$ cat src/rtl/audipus_pkg.sv
// Shared audio-path constants: default I2S frame geometry and channel indices.
package audipus_pkg;

  localparam int unsigned DEFAULT_BCLK_HALF    = 4;
  localparam int unsigned DEFAULT_SAMPLE_WIDTH = 24;
  localparam int unsigned DEFAULT_SLOT_WIDTH   = 32;

  localparam int unsigned LEFT  = 0;
  localparam int unsigned RIGHT = 1;

endpackage

$ cat src/rtl/i2s_bclk_gen.sv
// I2S bit-clock divider; flags the clk cycle in which bclk falls.
module i2s_bclk_gen
  import audipus_pkg::*;
#(
  parameter int unsigned BCLK_HALF = DEFAULT_BCLK_HALF
) (
  input  logic clk,
  input  logic reset_n,
  input  logic enable,
  output logic bclk,
  output logic fall_c
);

  localparam int unsigned CNT_W = (BCLK_HALF > 1) ? $clog2(BCLK_HALF) : 1;
  localparam logic [CNT_W-1:0] CNT_MAX = CNT_W'(BCLK_HALF - 1);

  logic [CNT_W-1:0] cnt_q, cnt_d;
  logic             bclk_q, bclk_d;
  logic             tc_c;

  always_comb begin
    cnt_d  = cnt_q;
    bclk_d = bclk_q;
    tc_c   = (cnt_q == CNT_MAX);
    if (!enable) begin
      cnt_d  = '0;
      bclk_d = 1'b0;
    end else if (tc_c) begin
      cnt_d  = '0;
      bclk_d = ~bclk_q;
    end else begin
      cnt_d = cnt_q + CNT_W'(1);
    end
  end

  always_ff @(posedge clk or negedge reset_n) begin
    if (!reset_n) begin
      cnt_q  <= '0;
      bclk_q <= 1'b0;
    end else begin
      cnt_q  <= cnt_d;
      bclk_q <= bclk_d;
    end
  end

  assign bclk   = bclk_q;
  // High in the cycle whose clk edge drives bclk 1->0.
  assign fall_c = enable && tc_c && bclk_q;

endmodule

$ cat src/rtl/i2s_transmitter.sv
// I2S serializer: holding register, frame shift register, bit counter and word select.
module i2s_transmitter
  import audipus_pkg::*;
#(
  parameter int unsigned BCLK_HALF    = DEFAULT_BCLK_HALF,
  parameter int unsigned SAMPLE_WIDTH = DEFAULT_SAMPLE_WIDTH,
  parameter int unsigned SLOT_WIDTH   = DEFAULT_SLOT_WIDTH
) (
  input  logic                    clk,
  input  logic                    reset_n,
  input  logic                    enable,
  input  logic [SAMPLE_WIDTH-1:0] left_data,
  input  logic [SAMPLE_WIDTH-1:0] right_data,
  input  logic                    sample_valid,
  output logic                    sample_ready,
  output logic                    dac_bclk,
  output logic                    dac_lrclk,
  output logic                    dac_data,
  output logic                    frame_start,
  output logic                    underrun
);

  localparam int unsigned FRAME_BITS = 2 * SLOT_WIDTH;
  localparam int unsigned B_W        = $clog2(FRAME_BITS);

  logic                    fall_c;
  logic                    start_c;
  logic [SLOT_WIDTH-1:0]   slot_l_c, slot_r_c;

  logic [SAMPLE_WIDTH-1:0] hold_q [2];
  logic [SAMPLE_WIDTH-1:0] hold_d [2];
  logic                    hold_empty_q, hold_empty_d;
  logic                    run_q, run_d;
  logic [B_W-1:0]          b_q, b_d;
  logic [FRAME_BITS-1:0]   shift_q, shift_d;
  logic                    lrclk_q, lrclk_d;
  logic                    frame_start_q, frame_start_d;
  logic                    underrun_q, underrun_d;

  i2s_bclk_gen #(
    .BCLK_HALF (BCLK_HALF)
  ) u_bclk_gen (
    .clk     (clk),
    .reset_n (reset_n),
    .enable  (enable),
    .bclk    (dac_bclk),
    .fall_c  (fall_c)
  );

  // A frame begins on the first falling edge after enable, or when b wraps.
  assign start_c = fall_c && (!run_q || (b_q == B_W'(FRAME_BITS - 1)));

  always_comb begin
    hold_d        = hold_q;
    hold_empty_d  = hold_empty_q;
    run_d         = run_q;
    b_d           = b_q;
    shift_d       = shift_q;
    lrclk_d       = lrclk_q;
    frame_start_d = 1'b0;
    underrun_d    = 1'b0;

    slot_l_c = '0;
    slot_r_c = '0;
    slot_l_c[SLOT_WIDTH-1 -: SAMPLE_WIDTH] = hold_q[LEFT];
    slot_r_c[SLOT_WIDTH-1 -: SAMPLE_WIDTH] = hold_q[RIGHT];

    if (!enable) begin
      hold_d[LEFT]  = '0;
      hold_d[RIGHT] = '0;
      hold_empty_d  = 1'b1;
      run_d         = 1'b0;
      b_d           = '0;
      shift_d       = '0;
      lrclk_d       = 1'b0;
    end else begin
      if (fall_c) begin
        if (start_c) begin
          run_d         = 1'b1;
          b_d           = '0;
          frame_start_d = 1'b1;
          if (hold_empty_q) begin
            shift_d    = '0;
            underrun_d = 1'b1;
          end else begin
            shift_d      = {slot_l_c, slot_r_c};
            hold_empty_d = 1'b1;
          end
        end else begin
          b_d     = b_q + B_W'(1);
          shift_d = {shift_q[FRAME_BITS-2:0], 1'b0};
        end
        // Word select leads the slot by one bclk.
        lrclk_d = (b_d >= B_W'(SLOT_WIDTH - 1)) && (b_d != B_W'(FRAME_BITS - 1));
      end
      // Acceptance only when empty, so it never collides with a transfer.
      if (sample_valid && hold_empty_q) begin
        hold_d[LEFT]  = left_data;
        hold_d[RIGHT] = right_data;
        hold_empty_d  = 1'b0;
      end
    end
  end

  always_ff @(posedge clk or negedge reset_n) begin
    if (!reset_n) begin
      hold_q[LEFT]  <= '0;
      hold_q[RIGHT] <= '0;
      hold_empty_q  <= 1'b1;
      run_q         <= 1'b0;
      b_q           <= '0;
      shift_q       <= '0;
      lrclk_q       <= 1'b0;
      frame_start_q <= 1'b0;
      underrun_q    <= 1'b0;
    end else begin
      hold_q        <= hold_d;
      hold_empty_q  <= hold_empty_d;
      run_q         <= run_d;
      b_q           <= b_d;
      shift_q       <= shift_d;
      lrclk_q       <= lrclk_d;
      frame_start_q <= frame_start_d;
      underrun_q    <= underrun_d;
    end
  end

  assign sample_ready = hold_empty_q;
  assign dac_lrclk    = lrclk_q;
  assign dac_data     = shift_q[FRAME_BITS-1];
  assign frame_start  = frame_start_q;
  assign underrun     = underrun_q;

endmodule

$ cat config.mk
export PLATFORM = sky130hd
export DESIGN_NAME = i2s_transmitter
export DESIGN_NICKNAME = d
export VERILOG_FILES = /design/src/rtl/audipus_pkg.sv /design/src/rtl/i2s_bclk_gen.sv /design/src/rtl/i2s_transmitter.sv
export SDC_FILE = /design/constraint.sdc
export NUM_CORES = 1
export LEC_CHECK = 0
export CORE_ASPECT_RATIO = 0.75
export CORE_UTILIZATION = 49
export DETAILED_ROUTE_END_ITERATION = 16
export GPL_ROUTABILITY_DRIVEN = 0
export HOLD_SLACK_MARGIN = 0.1
export PLACE_DENSITY = 0.78
export SETUP_SLACK_MARGIN = 0.15
export SYNTH_ARGS = -nofsm -noshare
export SYNTH_HDL_FRONTEND = slang
export SYNTH_HIERARCHICAL = 1
export SYNTH_SLANG_ARGS = --single-unit
$ cat constraint.sdc
create_clock -name clk -period 3.6 [get_ports clk]
set_input_delay 0.36 -clock clk [delete_from_list [all_inputs] [get_ports clk]]
set_output_delay 0.36 -clock clk [all_outputs]
set_load 0.1 [all_outputs]
== Word level (Yosys, flattened, before mapping) ==
Index checks and enable logic that the tools add are counted.
W data, S select, Z words.

* Bitwise operators: 1
* $add $sub $neg: 2
* Reductions and logical operators: 9
* Eq/ne operators: 9
* Muxes and demuxes: 29
* Magnitude comparators: 1

{| class="wikitable"
|+ Operators with widths
! cell !! count
|-
| $mux W64 || 4
|-
| $mux W48 || 2
|-
| $mux W6 || 5
|-
| $mux W1 || 16
|-
| $ne A2 B1 Y1 const B || 4
|-
| $add A6 B1 Y6 const B || 1
|-
| $eq A6 B6 Y1 const B || 1
|-
| $ge A6 B5 Y1 const B || 1
|-
| $ne A3 B1 Y1 const B || 2
|-
| $ne A6 B6 Y1 const B || 1
|-
| $logic_and A1 B1 Y1 || 5
|-
| $mux W2 || 2
|-
| $reduce_and A2 Y1 || 2
|-
| $add A2 B1 Y2 const B || 1
|-
| $eq A2 B2 Y1 const B || 1
|-
| $logic_not A1 Y1 || 1
|-
| $logic_or A1 B1 Y1 || 1
|-
| $not A1 Y1 || 1
|}

* Word-level logic and storage cells: 62
* Input port bits: 52
* Register bits after elaboration: 126
* Output and inout bits: 6

== Logic depth before layout (Yosys ltp) ==
* Depth after elaboration: 11
* Mapped depth: 8
* Depth with buffers taken out: 6

== Hierarchy ==
The synthesis kept the hierarchy.

{| class="wikitable"
|+ Modules (own cells, without submodules)
! module !! seq. area each (µm²) !! cells an instance !! area an instance (µm²) !! instances
|-
| i2s_transmitter || 2879.0 || 479 || 4958.5 || 1
|-
| i2s_bclk_gen || 75.1 || 9 || 123.9 || 1
|}

== Worst setup path after synthesis ==
No wires, ideal clock.

* Kind: reg-to-reg
* Start point: register u_bclk_gen.bclk_q, in the netlist u_bclk_gen/bclk
* End point: register shift_q[15]
* Setup slack: 1422 ps
* Data required time: 3459 ps
* Period minus slack after synthesis: 2178 ps
* Path buffers: 3
* Arrival: 2037 ps
* Stages on the path, launching flop included: 6
* Setup time: 141 ps
* Cell sequence: dfrtp_1 -> and3_2 -> buf_2 -> clkbuf_1 -> clkbuf_1 -> a31oi_1

* Word-level cells in the longest chain between the ends: 5
* Elaborated cells on any way between the ends: 6
* Those cells by class: eq/ne: 1; mux: 3; reduce/logical: 2

{| class="wikitable"
|+ RTL lines
! item !! RTL line !! RTL
|-
| start, declared || i2s_bclk_gen.sv:18 || <nowiki>logic bclk_q, bclk_d;</nowiki>
|-
| start signal, assigned || i2s_bclk_gen.sv:42 || <nowiki>bclk_q <= bclk_d;</nowiki>
|-
| $logic_and A1 B1 Y1 (*) || i2s_bclk_gen.sv:48 || <nowiki>assign fall_c = enable && tc_c && bclk_q;</nowiki>
|-
| via fall_c || i2s_transmitter.sv:26 || <nowiki>logic fall_c;</nowiki>
|-
| $logic_and A1 B1 Y1 || i2s_transmitter.sv:51 || <nowiki>assign start_c = fall_c && (!run_q || (b_q == B_W'(FRAME_BITS - 1)));</nowiki>
|-
| $mux W64 || i2s_transmitter.sv:78 || <nowiki>if (start_c) begin</nowiki>
|-
| $mux W64 || i2s_transmitter.sv:77 || <nowiki>if (fall_c) begin</nowiki>
|-
| $mux W64 || i2s_transmitter.sv:68 || <nowiki>if (!enable) begin</nowiki>
|-
| end signal, assigned || i2s_transmitter.sv:121 || <nowiki>shift_q <= shift_d;</nowiki>
|-
| end, declared || i2s_transmitter.sv:35 || <nowiki>logic [FRAME_BITS-1:0] shift_q, shift_d;</nowiki>
|}

Mark *: on every way through the listed nets, which the timed path passes. The rest lies on a longest branch. The select of a mux whose other input is x is not followed.
A chain may end at the register's enable or synchronous reset.

== Worst setup path after layout ==
* Start point: register hold_empty_q, in the netlist sample_ready
* End point: output sample_ready

{| class="wikitable"
|+ RTL lines
! item !! RTL line !! RTL
|-
| start, declared || i2s_transmitter.sv:32 || <nowiki>logic hold_empty_q, hold_empty_d;</nowiki>
|-
| start signal, assigned || i2s_transmitter.sv:118 || <nowiki>hold_empty_q <= hold_empty_d;</nowiki>
|-
| end, declared || i2s_transmitter.sv:15 || <nowiki>output logic sample_ready,</nowiki>
|}

No word-level cell between the ends.

==> impl_metrics.csv <==
group,metric,value,unit
clock_network,cts_max_level,4,
timing,min_period_over_period,0.6914,
critical_path,crit_type,"register to output pin",
floorplan,dieWidth,119.6,um
critical_path,crit_fanout,4,
timing,skew,0.007621,ns
final_layout,final_util,0.6294,
timing,min_period,2.489,ns
timing,tns,0,ns
critical_path,crit_path_end_kind,"output pin",
synth,seq_area_frac_synth,0.5812,
clock_network,cts.sinks,118,
timing,setup_viol,0,
detailed_routing,wire_per_inst,16.76,um
final_layout,fillers,810,
critical_path,crit_buf_inv,1,
power,leakagePower,0.002633,uW
critical_path,r2r_setup_slack,1.31,ns
timing,worst_pin_slew,1.084,ns
floorplan,num_rows,31,
clock_network,cts_made_buffers,17,
synth,syn_area_per_cell,10.41,um2
timing,max_freq,0.4018,GHz
grt,antenna_found_initial,0,
timing,report.final.slew_viol_count,0,
final_layout,antennaDiodeCount,0,
final_layout,fin_cells,666,
clock_network,clk-insertion-delay-late,0.41,ns
synth,synth_edf_count,0,
synth,postSynth.asyncResetShare,1.000,
clock_network,root_buffer,"clkbuf_16",
critical_path,worstSetupStartpointType,"register",
critical_path,cp.required,3.24,ns
timing,max_slew_margin,0.2772,
critical_path,r2r_start,"b_q[0]",
final_layout,final_common_cell,"dfrtp_1",
hold_path,hold_path_class,"register to register",
detailed_routing,vias,3910,
critical_path,reg2reg_to,"shift_q[25]",
clock_network,cts.clk_slew.worst_paths,0.05,ns
placed_design,hpwl,6516,um
critical_path,critPathLaunch,"sample_ready",
power,combPwrFrac,0.070,
grt,track_usage,0.2202,
job,max-cap-violations,0,
floorplan,io_pins,58,
critical_path,critPathMaxStageDelay,1.15,ns
power,p_int,2520,uW
synth,synth_nets,542,
synth,ys_top_cells_by_area,"dfrtp_1 58%, a22o_1 8.3%, a31oi_1 6.0%, nand3_1 5.6%, o21ai_0 4.8%",
final_layout,fin_nets,577,
synth,synth_cell_types,35,
critical_path,path_depth,1,
critical_path,arrival,2.13,ns
power,p_clk_frac,0.496,
grt,grt.overflow.total,0,
placed_design,place_inst,635,
status,status,"complete, no violations",
power,power.density,521.0,nW/um2
power,p_sw_frac,0.2199,
power,ir_drop,0.3438,mV
detailed_routing,vias_per_cell,5.871,
grt,grt_pass1_vias,3678,
critical_path,critPathSlowestCell,"clkdlybuf4s50_1",
final_layout,drive_above_1_share,0.08052,
synth,netlist.area_leader.share,0.5761,
critical_path,cp_cell_sequence,"clkdlybuf4s50_1",
detailed_routing,ant_nets,0,
synth,yosysWarnings,6,
final_layout,layout_common_cells,"117 x dfrtp_1, 57 x nand3_1, 55 x clkdlybuf4s50_1, 54 x nand2_1",
critical_path,crit_family,"buffers and inverters",
final_layout,synthToLayoutAreaGrowth,22.01,%
timing,hold_slack,0.4384,ns
timing,hold_viol_final,0,
clock_network,cts_tree,"yes",
placed_design,io_buffers,57,
grt,grt_pass1_wl,18490,um
grt,grt_max_degree,89,
floorplan,core_area,9852,um2
synth,synth_ff_type,"dfrtp_1",
critical_path,crit_path_end,"sample_ready",
power,power.switching,710.4,uW
synth,syn_area,5082,um2
detailed_routing,drt_iter0_drc,415,
synth,synth_largest_area_cell,"dfrtp_1",
critical_path,r2r_cells,5,
floorplan,dieArea,10790,um2
clock_network,post_cts_resized,0,
detailed_routing,drc_errors,0,
detailed_routing,routed_wl,11170,um
floorplan,die_h,90.20,um
power,report.power.total,3231,uW
clock_network,cts_buffer_depth,2,
timing,rsz0062_at_grt,"no",
synth,synth-seq-cells,118,
power,pwr-share-seq,0.434,
detailed_routing,drt_first_pass_iters,5,
synth,syn_inst,488,
floorplan,initial_core_util,0.5159,
==> timing repair <==
| action | CTS | global route |
|---|---|---|
| endpoints found under the hold margin | 51 | 0 |
| setup endpoints to repair | 0 | 0 |
| buffers inserted | 0 | 0 |
| hold buffers | 1 | 0 |
==> how the worst min path moves through the flow <==
stage                             start                   to  slack (ns)  depth (start not counted)
finish              u_bclk_gen/cnt_q[0]  u_bclk_gen/cnt_q[0]        0.44                          1
global route        u_bclk_gen/cnt_q[0]  u_bclk_gen/cnt_q[0]        0.46                          1
CTS                 u_bclk_gen/cnt_q[0]  u_bclk_gen/cnt_q[0]        0.44                          1
global placement    u_bclk_gen/cnt_q[0]  u_bclk_gen/cnt_q[0]        0.42                          1
floorplan                       reset_n               b_q[0]        0.06                          0
detailed placement  u_bclk_gen/cnt_q[0]  u_bclk_gen/cnt_q[0]        0.43                          1
==> sequential cells by signal (all words and copies together) (netlist names) <==
name              flops
run_q                 1
shift_q              56
frame_start           1
sample_ready          1
hold_q               48
dac_lrclk             1
u_bclk_gen/cnt_q      2
underrun              1
u_bclk_gen/bclk       1
b_q                   6
==> stage by stage <==
step	setup WS, ns	cell area [um2]
finish	1.111	6201
global route	1.066	6201
CTS	1.089	6201
detailed placement	1.110	5628
global placement	1.248	5628
floorplan	1.422	5082
==> layer usage <==
metal  global-route usage  vias up  routed length (um)  share of wire
li1                     -     1858                   -              -
met1               0.3159     1918                5350           0.48
met2               0.3165      117                5053           0.45
met3              0.06472       17                 619          0.055
met4              0.07917        0                 142          0.013
met5                    0        -                   0              0
==> power by group through the flow <==
stage	Clock (uW)	Combinational, uW	Sequential [uW]
floorplan	0	101	1430
detailed placement	0	226	1420
CTS	1630	229	1400
global route	1690	248	1410
finish	1600	225	1400
global placement	0	220	1420
==> cells in the mapped netlist (all sizes together) (2+ instances only) <==
master    n
clkbuf   27
nand2b   11
nand3    58
o21ai    50
buf      22
inv       3
ha        2
and3      3
and2      2
dfrtp   117
nand2    54
o21a      3
nand3b    3
a21oi    14
o211ai    2
nand4     2
xor2      2
nor3      4
a31oi    49
nor2      4
a22o     48
==> cell families after synthesis <==
logic type,Yosys count,synth area share
buffers and inverters,52,0.05195
xor gates and xnor gates,2,0.003447
adders and majority gates,2,0.004923
and+or+nand+nor,146,0.1396
AOI/OAI and AO/OA,168,0.2189
DFF,118,0.5812
==> final cells by class <==
type                       count  area [um2]  share of cell area
timing repair buffer          65       625.6              0.1009
tap                          132       165.2             0.02663
clock inverter                 3       40.04            0.006457
clock buffer                  27       523.0             0.08434
inverter                       3       11.26            0.001816
sequential                   118        2954              0.4764
multi-input combinational    318        1882              0.3035
Power figures use the tool's default switching activity.
==> RTL change 1, RTL diff (same settings) <==
Make the reset (`reset_n`) synchronous in 2 clocked blocks.
--- a/src/rtl/i2s_bclk_gen.sv
+++ b/src/rtl/i2s_bclk_gen.sv
@@ -34,5 +34,5 @@
   end
 
-  always_ff @(posedge clk or negedge reset_n) begin
+  always_ff @(posedge clk) begin
     if (!reset_n) begin
       cnt_q  <= '0;
--- a/src/rtl/i2s_transmitter.sv
+++ b/src/rtl/i2s_transmitter.sv
@@ -103,5 +103,5 @@
   end
 
-  always_ff @(posedge clk or negedge reset_n) begin
+  always_ff @(posedge clk) begin
     if (!reset_n) begin
       hold_q[LEFT]  <= '0;
Check against the original RTL: differs if reset_n is asserted again (counterexample within 4 cycles, from zero or initial values and one cycle with reset_n low); with reset_n held inactive, the same outputs for 10 cycles.
==> RTL change 1 against the unedited design <==
- power decreased by 2.5%
- critical path type unchanged
- routed wire length decreased by 8.8%
- register-to-register slack got worse by 0.02 ns
- final area decreased by 1.0%
- non-clock buffer count decreased by 3
- setup slack improved by 0.060 ns
- sequential cell count unchanged
- synthesized area decreased by 1.4%
- utilization decreased by 0.39 points
==> RTL change 1: results <==
[grt]
first_global_vias = 3842
globalRouteMet1Util_pct = 23.9
grt.total_usage_pct = 20.3
met3_usage_pct = 6.19
grt_max_degree = 103
grt_pass1_wl_mm = 17.2
use_met2_pct = 35.6

[cts]
cts-resized-gates = 0

[sta]
worstMarginPinSlew_ns = 1.09
timing.clock.skew_ns = 0.00732

[routing]
first_iter_violations = 289
first_pass_iters = 4
via_per_inst = 5.33
drt-total-wl_mm = 10.2

[power]
irDropWorstVdd_mv = 0.339
p_leak_nw = 1.92

[synthesis]
async_reset_ff_share_pct = 0
ys_top_cells_by_area = dfxtp_1 (47%), nor3b_2 (12%), a21oi_1 (9.6%)
synth_commonest_cells = dfxtp_1 (118), nand2_1 (105), a21oi_1 (96)
ys_types = 31

[finish]
nets = 655
drive_gt1_share_pct = 14.7
fillers = 837

[run_status]
outcome = finished, final reports clean

[worst_setup_path]
crit_arrival_ns = 2.07
cp_max_fo = 36

[place]
dpl.hpwl_mm = 5.89
-- RTL change 1: changes by cell type in the layout (fill, tap and decap cells not counted), moves of 49 or more --
cell	change
nor2_1	+62
nand2_1	+49
nand3_1	-56
a31oi_1	-49
a21oi_1	+83
dfrtp_1	-117
dfxtp_1	+117
-- RTL change 1: layout make-up --
class,count,share of cell area [%]
Tap cell,132,2.69
Multi-Input combinational cell,402,39.4
Clock buffer,22,7.89
Timing Repair Buffer,62,9.87
Clock inverter,9,1.63
Sequential cell,118,38.5
-- RTL change 1: logic make-up after synthesis --
family,synth area share (%)
and+or+nand+nor,26.7
AOI/OAI and AO/OA,17.7
muxes,2.00
xor gates and xnor gates,0.874
DFF,47.1
buffers and inverters,5.02
adders and majority gates,0.499
-- RTL change 1: metrics by stage --
stage | power (mW) | std cells | hold slack (ns) | setup slack, ns | instance area (µm²)
6_report | 3.15 | 745 | 0.429 | 1.17 | 6140
5_1_grt | 3.25 | 745 | 0.465 | 1.10 | 6140
4_1_cts | 3.17 | 745 | 0.430 | 1.16 | 6140
3_5_place_dp | 1.53 | 714 | 0.422 | 1.17 | 5550
3_3_place_gp | 1.53 | 714 | 0.411 | 1.22 | 5550
2_1_floorplan | 1.45 | 572 | 0.404 | 1.21 | 5010
-- RTL change 1: path summary, 6_finish.rpt --
check / from / to / slack [ns] / depth (start not counted)
worst min-delay path: u_bclk_gen/cnt_q[0]$_SDFF_PP0_ / u_bclk_gen/cnt_q[0]$_SDFF_PP0_ / 0.43 / 1
worst max register to register: b_q[0]$_SDFFE_PN0P_ / shift_q[42]$_SDFFE_PN0P_ / 1.29 / 6
worst min register to register: u_bclk_gen/cnt_q[0]$_SDFF_PP0_ / u_bclk_gen/cnt_q[0]$_SDFF_PP0_ / 0.43 / 1
worst max-delay path: sample_ready$_SDFFE_PN1P_ / sample_ready / 1.17 / 2
-- RTL change 1: metal layers --
metal | wire (µm) | up-vias | part of all wire (%)
met5 | 0 | - | 0
met4 | 122 | 0 | 1.2
met3 | 392 | 15 | 3.8
met2 | 4770 | 60 | 47
met1 | 4900 | 1863 | 48
li1 | - | 2032 | -
-- RTL change 1: where the power goes --
| part | internal (mW) | switching, mW |
|---|---|---|
| clock network | 1.08 | 0.566 |
| logic | 0.0767 | 0.0870 |
| registers | 1.33 | 0.0132 |
-- RTL change 1: worst max-delay path: stages (launching register included) --
cell,delay [ns]
dfxtp_2,0.65
buf_4,0.57
buf_4,0.40
==> RTL change 2, RTL diff (same settings) <==
Made on the original files. Change the package constant `DEFAULT_SLOT_WIDTH` from 32 to 64.
--- a/src/rtl/audipus_pkg.sv
+++ b/src/rtl/audipus_pkg.sv
@@ -4,5 +4,5 @@
   localparam int unsigned DEFAULT_BCLK_HALF    = 4;
   localparam int unsigned DEFAULT_SAMPLE_WIDTH = 24;
-  localparam int unsigned DEFAULT_SLOT_WIDTH   = 32;
+  localparam int unsigned DEFAULT_SLOT_WIDTH   = 64;
 
   localparam int unsigned LEFT  = 0;
Behaviour: same outputs for any inputs over 4 cycles, from zero or initial values and one cycle with reset_n low; that may be too few to reach the edited logic, so the function may still have changed.
==> RTL change 2 against the unedited design <==
- non-clock buffer count fell by 2
- clock power rose by 21%
- final cell count fell by 2.0%
- routed wire length grew 7.0%
- final area up 17%
- global-route usage down 0.94 points
- sequential cell count is 33 higher
- setup slack got worse by 0.084 ns
- power up 21%
- first-iteration DRC count shrank 47%
- critical path depth increased by 6
- synthesized area rose by 17%
- critical endpoint is now shift_q[104]$_DFFE_PN0N_
- largest cell class unchanged
==> RTL change 2: results <==
[grt]
use_met2_pct = 31.5
met3_usage_pct = 4.96
first_global_vias = 3993
grt.total_usage_pct = 21.1

[sta]
max_freq_mhz = 389

[power]
p_leak_nw = 3.79
p_int_mw = 3.06
p_seq_mw = 1.76

[worst_setup_path]
slowest_delay_ns = 0.71
rr_worst_depth = 7
rrSetupSlack_ns = 1.19
cp_max_fo = 69
crit_arrival_ns = 2.93
cp-endpoint = shift_q[104]$_DFFE_PN0N_

[routing]
via_count = 3866
wl_met2_mm = 5.72
met3_length_um = 412
wl_met1_mm = 5.68
drt-total-wl_mm = 11.9

[finish]
final_cell_area_mm2 = 0.00726
nonClkBufAreaFrac_pct = 8.85
nets = 532
drive_gt1_share_pct = 9.98
n_all_inverters = 0

[synthesis]
synth_commonest_cells = dfrtp_1 (150), a22o_1 (137), a21o_1 (47)
ys_top_cells_by_area = dfrtp_1 (63%), a22o_1 (20%), a21o_1 (5.9%)

[place]
dpl.hpwl_mm = 6.51
dp.cells = 621

[die]
die_x_um = 129

[run_status]
outcome = finished, final reports clean
RTL change 2: cell types whose count changed after synthesis, moves of 10 or more:
cell	before	now
nand2_1	54	9
clkbuf_1	27	14
a21oi_1	14	4
o21ai_0	49	7
nand3_1	57	1
a31oi_1	49	1
dfrtp_1	117	150
nand2b_1	11	0
a21o_1	0	47
a22o_1	48	137
RTL change 2: cells by family after synthesis:
family                   after synthesis  synth area share (%)
AO/OA/AOI/OAI                        202                  28.1
flip-flops                           151                  63.5
buffers and inverters                 38                  3.64
AND/OR/NAND/NOR                       37                  3.72
XOR/XNOR                               3                 0.441
adder cells (fa/ha/maj)                2                 0.420
multiplexers                           1                 0.189
RTL change 2: critical path, delay by kind of cell:
kind | cells | cell delay, ns
buffers and inverters | 2 | 1.06
AOI/OAI and AO/OA | 3 | 0.90
and+or+nand+nor | 2 | 0.56
